**config.mk**
```make
export PLATFORM = sky130hd
export DESIGN_NAME = channel_readout_sequencer_flat
export DESIGN_NICKNAME = d
export VERILOG_FILES = /design/src/rtl/channel_readout_sequencer_pkg.sv /design/src/rtl/channel_readout_sequencer_if.sv /design/src/rtl/channel_readout_sequencer_lowest_bit_select.sv /design/src/rtl/channel_readout_sequencer.sv /design/src/flat_wrapper.sv
export SDC_FILE = /design/constraint.sdc
export NUM_CORES = 1
export LEC_CHECK = 0
export CELL_PAD_IN_SITES_DETAIL_PLACEMENT = 1
export CELL_PAD_IN_SITES_GLOBAL_PLACEMENT = 2
export CORE_MARGIN = 2
export CORE_UTILIZATION = 33
export DETAILED_ROUTE_END_ITERATION = 8
export PLACE_DENSITY = 0.92
export SLEW_MARGIN = 10
export SYNTH_ARGS = -nofsm -noshare
export SYNTH_HDL_FRONTEND = slang
export SYNTH_HIERARCHICAL = 1
export SYNTH_SLANG_ARGS = --single-unit
```
**constraint.sdc**
```tcl
create_clock -name clk -period 9 [get_ports clk]
set_clock_uncertainty 0.1 [all_clocks]
set_input_delay 0.9 -clock clk [delete_from_list [all_inputs] [get_ports clk]]
set_output_delay 0.9 -clock clk [all_outputs]
set_load 0.01 [all_outputs]
```
**src/rtl/channel_readout_sequencer_pkg.sv**
```systemverilog
// Shared definitions for the channel readout sequencer: FSM state bits,
// default channel count, and event/report word field positions.
package channel_readout_sequencer_pkg;

  localparam int NCHAN_DEF = 5;

  // One-hot state bit indices
  localparam int ST_W          = 6;
  localparam int IDLE_B        = 0;
  localparam int SELECT_B      = 1;
  localparam int REQUEST_B     = 2;
  localparam int WAIT_ACK_B    = 3;
  localparam int REPORT_HDR_B  = 4;
  localparam int REPORT_STAT_B = 5;

  typedef enum logic [ST_W-1:0] {
    ST_IDLE        = 6'b000001 << IDLE_B,
    ST_SELECT      = 6'b000001 << SELECT_B,
    ST_REQUEST     = 6'b000001 << REQUEST_B,
    ST_WAIT_ACK    = 6'b000001 << WAIT_ACK_B,
    ST_REPORT_HDR  = 6'b000001 << REPORT_HDR_B,
    ST_REPORT_STAT = 6'b000001 << REPORT_STAT_B
  } state_t;

  // Event word fields
  localparam int EVT_TTYPE_HI = 28;
  localparam int EVT_TTYPE_LO = 24;
  localparam int EVT_TNUM_HI  = 23;
  localparam int EVT_TNUM_LO  = 0;
  localparam int HDR_KEEP_W   = 29;

  // Report status word fields
  localparam int REP_MASK_W   = 5;
  localparam int REP_DONE_LSB = 0;
  localparam int REP_TO_LSB   = 5;

  // Keep only trigger type and trigger number of an event word
  function automatic logic [HDR_KEEP_W-1:0] evt_fields(input logic [31:0] evt);
    return {evt[EVT_TTYPE_HI:EVT_TTYPE_LO], evt[EVT_TNUM_HI:EVT_TNUM_LO]};
  endfunction

  // Header report word: latched fields with the top bits zeroed
  function automatic logic [31:0] hdr_word(input logic [HDR_KEEP_W-1:0] f);
    return {3'b000, f};
  endfunction

  // Status report word: timeout mask above done mask
  function automatic logic [31:0] stat_word(input logic [REP_MASK_W-1:0] to_m,
                                            input logic [REP_MASK_W-1:0] done_m);
    logic [31:0] w;
    w = 32'd0;
    w[REP_TO_LSB +: REP_MASK_W]   = to_m;
    w[REP_DONE_LSB +: REP_MASK_W] = done_m;
    return w;
  endfunction

endpackage

```
**src/rtl/channel_readout_sequencer_if.sv**
```systemverilog
// Bus bundle of the readout sequencer: event FIFO pop side, per-channel
// request/ack lines and the report stream to the trigger processor.
interface channel_readout_sequencer_if
  import channel_readout_sequencer_pkg::*;
#(
  parameter int NCHAN = NCHAN_DEF
);
  logic             evt_valid;
  logic [31:0]      evt_data;
  logic             evt_ready;
  logic [NCHAN-1:0] chan_rd_req;
  logic [NCHAN-1:0] chan_rd_ack;
  logic             out_valid;
  logic [31:0]      out_data;
  logic             out_ready;

  modport master (
    input  evt_valid, evt_data, chan_rd_ack, out_ready,
    output evt_ready, chan_rd_req, out_valid, out_data
  );

  modport slave (
    output evt_valid, evt_data, chan_rd_ack, out_ready,
    input  evt_ready, chan_rd_req, out_valid, out_data
  );
endinterface

```
**src/rtl/channel_readout_sequencer_lowest_bit_select.sv**
```systemverilog
// Combinational priority picker: index of the lowest set bit of a vector.
module lowest_bit_select #(
  parameter int NCHAN = 5,
  parameter int IDXW  = 3
) (
  input  logic [NCHAN-1:0] vec_i,
  output logic [IDXW-1:0]  idx_o,
  output logic             found_o
);

  // Scan from the top so the lowest set bit is the last one written
  always_comb begin
    idx_o   = '0;
    found_o = 1'b0;
    for (int i = NCHAN - 1; i >= 0; i--) begin
      idx_o   = vec_i[i] ? IDXW'(i) : idx_o;
      found_o = found_o | vec_i[i];
    end
  end

endmodule

```
**src/rtl/channel_readout_sequencer.sv**
```systemverilog
// Channel readout sequencer: pops an event, requests a readout from each
// enabled channel in ascending order, waits for each ack (with optional
// timeout), then sends a header word and a status word downstream.
module channel_readout_sequencer
  import channel_readout_sequencer_pkg::*;
#(
  parameter int NCHAN = NCHAN_DEF
) (
  input  logic                        clk,
  input  logic                        reset,
  input  logic [NCHAN-1:0]            chan_en,
  input  logic [31:0]                 timeout_cycles,
  channel_readout_sequencer_if.master bus,
  output logic [ST_W-1:0]             state,
  output logic                        timeout_err,
  output logic [31:0]                 evt_count
);
  localparam int IDXW = (NCHAN > 1) ? $clog2(NCHAN) : 1;

  state_t                  state_q, state_d;
  logic [HDR_KEEP_W-1:0]   evt_q, evt_d;
  logic [NCHAN-1:0]        pending_q, pending_d;
  logic [NCHAN-1:0]        done_q, done_d;
  logic [NCHAN-1:0]        to_q, to_d;
  logic [NCHAN-1:0]        req_q, req_d;
  logic [IDXW-1:0]         cur_q, cur_d;
  logic [31:0]             cnt_q, cnt_d;
  logic [31:0]             out_data_q, out_data_d;
  logic [31:0]             evt_count_q, evt_count_d;
  logic                    out_valid_q, out_valid_d;
  logic                    timeout_err_q, timeout_err_d;

  logic [IDXW-1:0]               sel_idx_s;
  logic                          sel_found_s;
  logic                          ack_s;
  logic                          expire_s;
  logic [NCHAN+REP_MASK_W-1:0]   done_ext_s, to_ext_s;
  logic [REP_MASK_W-1:0]         done_rep_s, to_rep_s;

  lowest_bit_select #(.NCHAN(NCHAN), .IDXW(IDXW)) u_sel (
    .vec_i   (pending_q),
    .idx_o   (sel_idx_s),
    .found_o (sel_found_s)
  );

  // Fit the channel masks into the fixed-width report fields
  always_comb begin
    done_ext_s = {{REP_MASK_W{1'b0}}, done_q};
    to_ext_s   = {{REP_MASK_W{1'b0}}, to_q};
    done_rep_s = done_ext_s[REP_MASK_W-1:0];
    to_rep_s   = to_ext_s[REP_MASK_W-1:0];
  end

  // Ack and timeout detection for the channel currently being served
  always_comb begin
    ack_s    = bus.chan_rd_ack[cur_q];
    expire_s = (timeout_cycles != 32'd0) && (cnt_q == (timeout_cycles - 32'd1));
  end

  // Next-state and datapath updates; everything holds unless a state acts
  always_comb begin
    state_d       = state_q;
    evt_d         = evt_q;
    pending_d     = pending_q;
    done_d        = done_q;
    to_d          = to_q;
    req_d         = '0;
    cur_d         = cur_q;
    cnt_d         = cnt_q;
    out_valid_d   = out_valid_q;
    out_data_d    = out_data_q;
    timeout_err_d = timeout_err_q;
    evt_count_d   = evt_count_q;

    case (state_q)
      ST_IDLE: begin
        if (bus.evt_valid) begin
          evt_d     = evt_fields(bus.evt_data);
          pending_d = chan_en;
          done_d    = '0;
          to_d      = '0;
          if (chan_en == '0) begin
            state_d     = ST_REPORT_HDR;
            out_valid_d = 1'b1;
            out_data_d  = hdr_word(evt_fields(bus.evt_data));
          end else begin
            state_d = ST_SELECT;
          end
        end else begin
          state_d = ST_IDLE;
        end
      end

      ST_SELECT: begin
        if (sel_found_s) begin
          cur_d            = sel_idx_s;
          req_d[sel_idx_s] = 1'b1;
          state_d          = ST_REQUEST;
        end else begin
          state_d     = ST_REPORT_HDR;
          out_valid_d = 1'b1;
          out_data_d  = hdr_word(evt_q);
        end
      end

      ST_REQUEST: begin
        cnt_d   = 32'd0;
        state_d = ST_WAIT_ACK;
      end

      ST_WAIT_ACK: begin
        // An ack in the same cycle as the timeout takes priority
        if (ack_s) begin
          done_d[cur_q]    = 1'b1;
          pending_d[cur_q] = 1'b0;
        end else if (expire_s) begin
          to_d[cur_q]      = 1'b1;
          pending_d[cur_q] = 1'b0;
          timeout_err_d    = 1'b1;
        end else begin
          cnt_d = (cnt_q == 32'hFFFF_FFFF) ? cnt_q : (cnt_q + 32'd1);
        end

        if (ack_s || expire_s) begin
          if (pending_d != '0) begin
            state_d = ST_SELECT;
          end else begin
            state_d     = ST_REPORT_HDR;
            out_valid_d = 1'b1;
            out_data_d  = hdr_word(evt_q);
          end
        end else begin
          state_d = ST_WAIT_ACK;
        end
      end

      ST_REPORT_HDR: begin
        if (bus.out_ready) begin
          state_d    = ST_REPORT_STAT;
          out_data_d = stat_word(to_rep_s, done_rep_s);
        end else begin
          state_d = ST_REPORT_HDR;
        end
      end

      ST_REPORT_STAT: begin
        if (bus.out_ready) begin
          state_d     = ST_IDLE;
          out_valid_d = 1'b0;
          out_data_d  = 32'd0;
          evt_count_d = evt_count_q + 32'd1;
        end else begin
          state_d = ST_REPORT_STAT;
        end
      end

      default: begin
        state_d     = ST_IDLE;
        out_valid_d = 1'b0;
        out_data_d  = 32'd0;
      end
    endcase
  end

  // State and datapath registers, cleared by the synchronous reset
  always_ff @(posedge clk) begin
    if (reset) begin
      state_q       <= ST_IDLE;
      evt_q         <= '0;
      pending_q     <= '0;
      done_q        <= '0;
      to_q          <= '0;
      req_q         <= '0;
      cur_q         <= '0;
      cnt_q         <= 32'd0;
      out_valid_q   <= 1'b0;
      out_data_q    <= 32'd0;
      timeout_err_q <= 1'b0;
      evt_count_q   <= 32'd0;
    end else begin
      state_q       <= state_d;
      evt_q         <= evt_d;
      pending_q     <= pending_d;
      done_q        <= done_d;
      to_q          <= to_d;
      req_q         <= req_d;
      cur_q         <= cur_d;
      cnt_q         <= cnt_d;
      out_valid_q   <= out_valid_d;
      out_data_q    <= out_data_d;
      timeout_err_q <= timeout_err_d;
      evt_count_q   <= evt_count_d;
    end
  end

  assign state           = state_q;
  assign timeout_err     = timeout_err_q;
  assign evt_count       = evt_count_q;
  assign bus.evt_ready   = state_q[IDLE_B];
  assign bus.chan_rd_req = req_q;
  assign bus.out_valid   = out_valid_q;
  assign bus.out_data    = out_data_q;

endmodule

```
**src/flat_wrapper.sv**
```systemverilog
// flat-port wrapper written by rule: the top's interface ports become plain ports
module channel_readout_sequencer_flat import channel_readout_sequencer_pkg::*;
#(
  parameter int NCHAN = NCHAN_DEF
)
  (clk, reset, chan_en, timeout_cycles, state, timeout_err, evt_count, bus_evt_valid, bus_evt_data, bus_chan_rd_ack, bus_out_ready, bus_evt_ready, bus_chan_rd_req, bus_out_valid, bus_out_data);
  channel_readout_sequencer_if #(.NCHAN(NCHAN)) bus_i ();
  input  logic clk;
  input  logic reset;
  input  logic [NCHAN-1:0] chan_en;
  input  logic [31:0] timeout_cycles;
  output logic [ST_W-1:0] state;
  output logic timeout_err;
  output logic [31:0] evt_count;
  input wire logic [$bits(bus_i.evt_valid)-1:0] bus_evt_valid;
  input wire logic [$bits(bus_i.evt_data)-1:0] bus_evt_data;
  input wire logic [$bits(bus_i.chan_rd_ack)-1:0] bus_chan_rd_ack;
  input wire logic [$bits(bus_i.out_ready)-1:0] bus_out_ready;
  output wire logic [$bits(bus_i.evt_ready)-1:0] bus_evt_ready;
  output wire logic [$bits(bus_i.chan_rd_req)-1:0] bus_chan_rd_req;
  output wire logic [$bits(bus_i.out_valid)-1:0] bus_out_valid;
  output wire logic [$bits(bus_i.out_data)-1:0] bus_out_data;
  assign bus_i.evt_valid = bus_evt_valid;
  assign bus_i.evt_data = bus_evt_data;
  assign bus_i.chan_rd_ack = bus_chan_rd_ack;
  assign bus_i.out_ready = bus_out_ready;
  assign bus_evt_ready = bus_i.evt_ready;
  assign bus_chan_rd_req = bus_i.chan_rd_req;
  assign bus_out_valid = bus_i.out_valid;
  assign bus_out_data = bus_i.out_data;
  channel_readout_sequencer #(.NCHAN(NCHAN)) u_core (.clk(clk), .reset(reset), .chan_en(chan_en), .timeout_cycles(timeout_cycles), .bus(bus_i), .state(state), .timeout_err(timeout_err), .evt_count(evt_count));
endmodule
```
==> results.md, run 1 <==
- Crit path cell chain: clkdlybuf4s50_1 -> inv_1 -> ha_1 -> nor3b_2 -> and4_1 -> nand2_1 -> xnor2_1 -> nor4_1 -> and3b_1 -> a41oi_1 -> o31ai_4 -> buf_4 -> and3_1 -> a211oi_1
- Max_slew headroom: 0.1916
- DIE HEIGHT: ~160 µm
- Layout cells sized above 1: 0.05684
- CTS sink cnt: between 150 and 200
- IO Port Bufs: approximately 150
- Worst Path Arrival: a little under 6 ns
- Setup crit end kind: register
- Startpoint types: primary input
- Post-Syn Area per Cell: 8.088 µm²
- Final setup vio count: 0
- DRT iter0 DRCs: approximately 500
- Average vias per placed instance: between 5 and 6
- Fmax achieved: ~170 MHz
- Die width: roughly 160 µm
- Data required time at the worst endpoint: ~9 ns
- Final Wtd Congestion: 0.8745
- Remaining Overflow, GRT: 0
- Largest cells by area after synthesis: dfxtp_1, nand2_1, a21oi_1, nor2_1, xor2_1
- Rows: 57
- Post-CTS setup buffers: 0
- Kind of cell adding the most delay to the critical path: simple AND/OR/NAND/NOR gates
- Critical path fanouts, max: 31
- Max VDD drop: between 0.1 and 0.15 mV
- Area leader, netlist: dfxtp_1
- Crit path buf inv count: 3
- Max Cap Viol: 0
- Antenna violations before repair: 0
- DIE AREA: about 26,000 µm²
- Root Buffer: clkbuf_16
- Leakage: roughly 3.5 nW
- Layout Area Growth over Synthesis: 28.54%
- Antenna viol nets, final: 0
- Hold WC Path Type: reg -> reg
- Status: complete, no violations
- H-Tree Depth: 4
- Critical-path top delay cell: and3_1
- Final WS setup: around 3.3 ns
- Yosys warnings: 6
- Post-CTS Resized: 0
- GRT Util Overall: 0.2100
- Post-synth top area share: 0.3791
- TritonCTS buffer count: 17
- CTS tree: built
- Unrepaired setup endpoints after global routing: no
- CORE AREA: ~24,000 µm²
- Initial Util: 0.3342
- Crit Path Class: in -> reg
- Endpoints failing hold: 0
- WL/cell: ~19 µm
- WL final: approximately 27 mm
- Hold-fix buffers, CTS: 0
- Final Cycle Share: 0.6364
- Antenna diodes: 0
- Worst path max stage delay: about 1 ns
- Commonest register cell after synthesis: dfxtp_1
- 1st-pass router iterations: 7
- Clock Latency Late Sink: about 0.42 ns
- Post-synth EDFFs: 0
- Synthesized area: 8080 µm²
- Deepest clock path buffer count: 2
- Clock slew at reported path FFs: roughly 0.070 ns
- TNS Setup: 0 ns
- Vias in the first global route: approximately 8,200
- First-pass GRT wire length: 44.04 mm
- Overall Power: around 1.8 mW
- Via count: 8,066
- Drt drc: 0
- Largest net degree at the start of global routing: 98
- Placed Instances: between 1,000 and 1,500
- Synth unique cells: 75
- I/O pin total: 156
- Final Instance Count excl. Fillers: 1,450
- Flop2flop setup slack: 4.63 ns
- Place WS: approximately 2.9 ns
- Layout Nets: 1,195
- Fin util: 0.4296
- Async SR Flop Fraction: 0
- Worst slew pin tran: roughly 1.2 ns
- PwrDens: ~180 nW/µm²
- Hpwl dp: about 19 mm
- Synthesized flop and latch total: between 150 and 200
- Clock period minus worst slack: around 5.7 ns
- Max Transition Viols Final: 0
- Post-Syn Instances: about 1,000
- Post-synthesis sequential area ratio: 0.3791
==> worst reg2reg max path, stage by stage (launching register included) <==
cell and delay [ns]:
dfxtp_1 0.38, xnor2_1 0.33, a21oi_1 0.09, o41ai_1 0.28, o2111ai_1 0.29, nor4_4 0.46, nand2_1 0.13, o21a_2 0.28
a2111oi_4 0.20, buf_4 0.41, and3_1 1.05, a211oi_1 0.20
==> stage by stage <==
step                hold WS (ns)  cell area, µm²
floorplan                 0.3357            8088
global placement          0.3405            9779
detailed placement        0.3492            9779
CTS                       0.3583           10390
global route              0.3840           10390
finish                    0.3551           10390
==> registers in the layout, summed over array words and instances (netlist names) <==
| name | flops |
|---|---|
| u_core/bus.out_valid | 1 |
| u_core/cnt_q | 32 |
| u_core/bus.chan_rd_req | 5 |
| u_core/to_q | 5 |
| u_core/evt_count | 32 |
| u_core/evt_q | 29 |
| u_core/pending_q | 5 |
| u_core/state | 6 |
| u_core/cur_q | 3 |
| u_core/timeout_err | 1 |
| u_core/done_q | 5 |
| u_core/bus.out_data | 29 |
==> final timing paths <==
path	startpoint	to	cells past startpoint
min	u_core/evt_q[26]	u_core/evt_q[26]	2
max reg2reg	u_core/cnt_q[16]	u_core/bus.out_data[9]	11
max	timeout_cycles[0]	u_core/bus.out_data[9]	14
min reg2reg	u_core/evt_q[26]	u_core/evt_q[26]	2
==> metal layers <==
| metal | share of wire | GRT usage | vias to the layer above |
|---|---|---|---|
| met5 | 0 | 0 | - |
| met4 | 0.012 | 0.05283 | 0 |
| met3 | 0.037 | 0.03512 | 21 |
| met2 | 0.48 | 0.3554 | 156 |
| met1 | 0.47 | 0.2788 | 3988 |
| li1 | - | - | 3901 |
==> report_power, final <==
part | switching (mW) | internal [mW]
clock network | 0.329 | 0.422
registers | 0.0283 | 0.721
logic | 0.182 | 0.160
==> cell type report <==
cell class | instances | area (µm²)
Clock buffer | 17 | 425.4
Clock inverter | 15 | 181.4
Fill cell | 2839 | 13790
Inverter | 18 | 67.56
Multi-Input combinational cell | 763 | 4672
Sequential cell | 153 | 3063
Tap cell | 324 | 405.4
Timing Repair Buffer | 160 | 1572
==> placed cells by master, fill, tap and decap left out, types with 4 or more instances in the layout <==
| cell | n |
|---|---|
| o21ai_0 | 30 |
| buf_4 | 12 |
| or3_1 | 23 |
| inv_1 | 18 |
| clkbuf_16 | 17 |
| inv_8 | 5 |
| nand3b_1 | 4 |
| a211oi_1 | 31 |
| nand3_1 | 33 |
| mux2i_1 | 9 |
| nand2b_1 | 12 |
| dfxtp_1 | 153 |
| o21a_1 | 6 |
| nor4_2 | 4 |
| nand2_1 | 125 |
| nor3_1 | 16 |
| nor3b_1 | 5 |
| nor4_1 | 13 |
| o31ai_1 | 8 |
| nor2_1 | 85 |
| ha_1 | 4 |
| a222oi_1 | 10 |
| and4_1 | 7 |
| a31oi_1 | 39 |
| a21oi_1 | 75 |
| xor2_1 | 32 |
| nor2b_1 | 5 |
| xnor2_1 | 31 |
| or4_1 | 21 |
| and2_1 | 7 |
| a22oi_1 | 21 |
| clkdlybuf4s50_1 | 148 |
| and3_1 | 20 |
| nand4_1 | 20 |
| o211ai_1 | 10 |
==> kinds of logic after synthesis <==
logic type / share of synthesized area
buf+inv: 0.04552
xor+xnor: 0.06829
simple gates: 0.2702
mux: 0.01394
fa+ha+maj: 0.006194
other cells: 0.0004641
flops: 0.3791
compound gates: 0.2163
==> cells in the mapped netlist (3+ instances only) <==
master and number:
and3b_1 3, a211oi_1 31, buf_4 7, a22oi_1 21, inv_1 18, ha_1 4, a41oi_1 3, and4_1 7
nor2_1 85, and3_1 20, nor2b_1 5, or4_1 21, nand2_1 125, o21ai_0 30, nand2b_1 12, a21oi_1 75
xnor2_1 31, a21o_1 3, nand3_1 33, buf_1 4, nor3_1 17, nand3b_1 4, nand4_1 20, buf_2 12
nor4_1 13, o31ai_1 8, dfxtp_1 153, o21ai_1 3, clkbuf_1 43, a31oi_1 39, nor3b_1 5, and2_1 8
a222oi_1 10, xor2_1 32, nor4_2 4, o21a_1 6, or3_1 23, mux2i_1 9, o211ai_1 10
No activity file was read; power rests on OpenSTA's default activity.
==> run 2: changes to the inputs <==
Settings changed: CORE_UTILIZATION 33 to 30, PLACE_DENSITY 0.92 to 0.85.
Clock period 9 ns to 5.67 ns, I/O delays scaled along.
==> run 2 against run 1 <==
Net effect:
- non-clock buffer count grew 1
- worst hold slack improved by 0.0012 ns
- count of clock-buffer cells in the layout grew 1
- global-route usage is 2.0 points lower
- sequential share of layout area fell by 0.060 points
- final cell count rose by 1.2%
- routed wire length is 1.5% lower
- critical path type unchanged
- largest cell class unchanged
==> results.md, run 2 (synthesis gave the netlist of run 1 again) <==
- Antenna violations before repair: 0 (unchanged)
- Crit Path Class: in -> reg (unchanged)
- P_int: 2.073 mW (was 1.303 mW)
- CTS sink cnt: 153 (unchanged)
- DRT iter0 DRCs: 593 (was 499)
- I/O pin total: 156 (unchanged)
- Final-layout fill cell count: 3,158 (was 2,839)
- Leakage: 3.533 nW (was 3.534 nW)
- Antenna diodes: 0 (unchanged)
- Critical path fanouts, max: 29 (was 31)
- Top Layer Used: met4 (unchanged)
- CTS tree: built (unchanged)
- Layout cells sized above 1: 0.05768 (was 0.05684)
- Hpwl dp: 19.27 mm (was 19.13 mm)
- Commonest non-fill, non-tap cells in the layout: dfxtp_1, clkdlybuf4s50_1, nand2_1, nor2_1, a21oi_1 (unchanged)
- Clock period minus worst slack: 4.709 ns
- Sequential power share: 0.410 (was 0.407)
- Max VDD drop: 0.1595 mV (was 0.1077 mV)
- Endpoints failing hold: 0 (unchanged)
- Setup crit end kind: register (unchanged)
- WL final: 26.62 mm (was 27.03 mm)
- DIE HEIGHT: 168.1 µm (was 160.5 µm)
- Post-CTS Resized: 0 (unchanged)
- Hold-fix buffers, CTS: 0 (unchanged)
- Clk network pwr share: 0.402 (was 0.407)
- Rows: 60 (was 57)
- Layout Area Growth over Synthesis: 28.80% (was 28.54%)
- Status: complete, no violations (unchanged)
- Worst Path Arrival: 4.87 ns (was 5.87 ns)
- Initial Util: 0.3023 (was 0.3342)
- Reg2reg start: u_core/cnt_q[16] (unchanged)
- Routed wl met2: 12.31 mm (was 12.97 mm)
- Final Instance Count excl. Fillers: 1,468 (was 1,450)
- Clock slew at reported path FFs: 0.06 ns (was 0.07 ns)
- CP endpoint: u_core/bus.out_data[13] (was u_core/bus.out_data[9])
- Placed Instances: 1,436 (was 1,418)
- Data required time at the worst endpoint: 5.83 ns (was 9.14 ns)
- Via count: 8,005 (was 8,066)
- Comb power frac: 0.188 (was 0.186)
- Final setup vio count: 0 (unchanged)
- PwrDens: 278.7 nW/µm² (was 177.4 nW/µm²)
- Post-CTS setup buffers: 0 (unchanged)
- Clock Latency Late Sink: 0.42 ns (about the same)
- Die width: 168.1 µm (was 160.5 µm)
- CORE AREA: 26,730 µm² (was 24,180 µm²)
- Reg-to-reg critical path endpoint: u_core/bus.out_data[13] (was u_core/bus.out_data[9])
- Routed length on met1: 12.92 mm (was 12.73 mm)
- Max_slew headroom: 0.2827 (was 0.1916)
- Drt drc: 0 (unchanged)
- Max Transition Viols Final: 0 (unchanged)
- Layout Nets: 1,196 (was 1,195)
- Startpoint types: primary input (unchanged)
- DIE AREA: 28,260 µm² (was 25,750 µm²)
- Remaining Overflow, GRT: 0 (unchanged)
- Reg2reg path depth: 11 (unchanged)
- Largest net degree at the start of global routing: 84 (was 98)
- Sw frac: 0.2853 (was 0.2929)
- Final Cycle Share: 0.8305
- Vias in the first global route: 7,887 (was 8,243)
- Net Switching: 0.8276 mW (was 0.5397 mW)
- Deepest clock path buffer count: 2 (unchanged)
- Root Buffer: clkbuf_16 (unchanged)
- Antenna viol nets, final: 0 (unchanged)
- Sequential cell area: 3063 µm² (unchanged)
- Unrepaired setup endpoints after global routing: no (unchanged)
- Hold WC Path Type: reg -> reg (unchanged)
- Met3 WL: 1.006 mm (was 1.007 mm)
- WL/cell: 18.13 µm (was 18.64 µm)
- TritonCTS buffer count: 17 (unchanged)
- GRT Util Overall: 0.1898 (was 0.2100)
- TNS Setup: 0 ns (unchanged)
- Flop2flop setup slack: 1.98 ns (was 4.63 ns)
- Fmax achieved: around 210 MHz
- Average vias per placed instance: 5.453 (was 5.563)
- Final Wtd Congestion: 0.7975 (was 0.8745)
- 1st-pass router iterations: 5 (was 7)
- Commonest non-fill, non-tap cell in the layout: dfxtp_1 (unchanged)
- Area of the multi-input gates: 4672 µm² (unchanged)
- First-pass GRT wire length: 43.26 mm (was 44.04 mm)
- Crit. Startpoint: timeout_cycles[0] (unchanged)
- H-Tree Depth: 4 (unchanged)
- IO Port Bufs: 149 (unchanged)
- Max Cap Viol: 0 (unchanged)
- Worst slew pin tran: 1.070 ns (was 1.213 ns)
run 2: power groups by stage:
stage | sequential [mW] | combinational [mW] | clock [mW]
finish | 1.19 | 0.547 | 1.17
global route | 1.20 | 0.598 | 1.25
CTS | 1.19 | 0.549 | 1.19
detailed placement | 1.21 | 0.548 | 0
global placement | 1.21 | 0.537 | 0
floorplan | 1.22 | 0.287 | 0
run 2: how the worst min path moves through the flow:
| stage | to | start | slack [ns] | cells after the start |
|---|---|---|---|---|
| final | u_core/evt_q[28] | u_core/evt_q[28] | 0.36 | 2 |
| after global routing | u_core/evt_q[3] | u_core/evt_q[3] | 0.38 | 2 |
| after CTS | u_core/evt_q[28] | u_core/evt_q[28] | 0.36 | 2 |
| after detailed placement | u_core/evt_q[28] | u_core/evt_q[28] | 0.35 | 2 |
| after global placement | u_core/evt_q[3] | u_core/evt_q[3] | 0.34 | 2 |
| after floorplan | u_core/evt_q[0] | u_core/evt_q[0] | 0.34 | 2 |
run 2: metal layers:
layer,up-vias,GRT usage
met5,-,0
met2,148,0.3099
met1,3911,0.2614
met3,26,0.03503
met4,0,0.04273
li1,3920,-
run 2: critical path, cell delays in order:
cell             delay, ns
clkdlybuf4s50_1       0.51
inv_1                 0.13
ha_1                  0.25
nor3b_2               0.50
and4_1                0.49
nand3_1               0.14
mux2i_1               0.20
nor4_4                0.49
nand2_1               0.13
o21a_2                0.28
a2111oi_4             0.43
and3_1                0.24
buf_4                 0.33
a211oi_1              0.14
run 2: final cells by class:
cell class	instances	area share
Multi-Input combinational cell	763	0.4489
Sequential cell	153	0.2943
Timing Repair Buffer	161	0.1517
Clock buffer	18	0.04220
Tap cell	341	0.04100
Clock inverter	14	0.01539
Inverter	18	0.006492
run 2: metrics by stage:
step / total power, mW / utilization / instance area, µm² / setup slack [ns] / hold WS (ns)
after global placement: 1.747 / 0.3670 / 9808 / 0.6053 / 0.3407
after global routing: 3.046 / 0.3894 / 10410 / 0.6464 / 0.3763
after floorplan: 1.512 / - / 8088 / 2.010 / 0.3357
final: 2.901 / 0.3894 / 10410 / 0.9612 / 0.3563
after CTS: 2.930 / 0.3894 / 10410 / 0.9797 / 0.3556
after detailed placement: 1.760 / 0.3670 / 9808 / 0.5307 / 0.3464
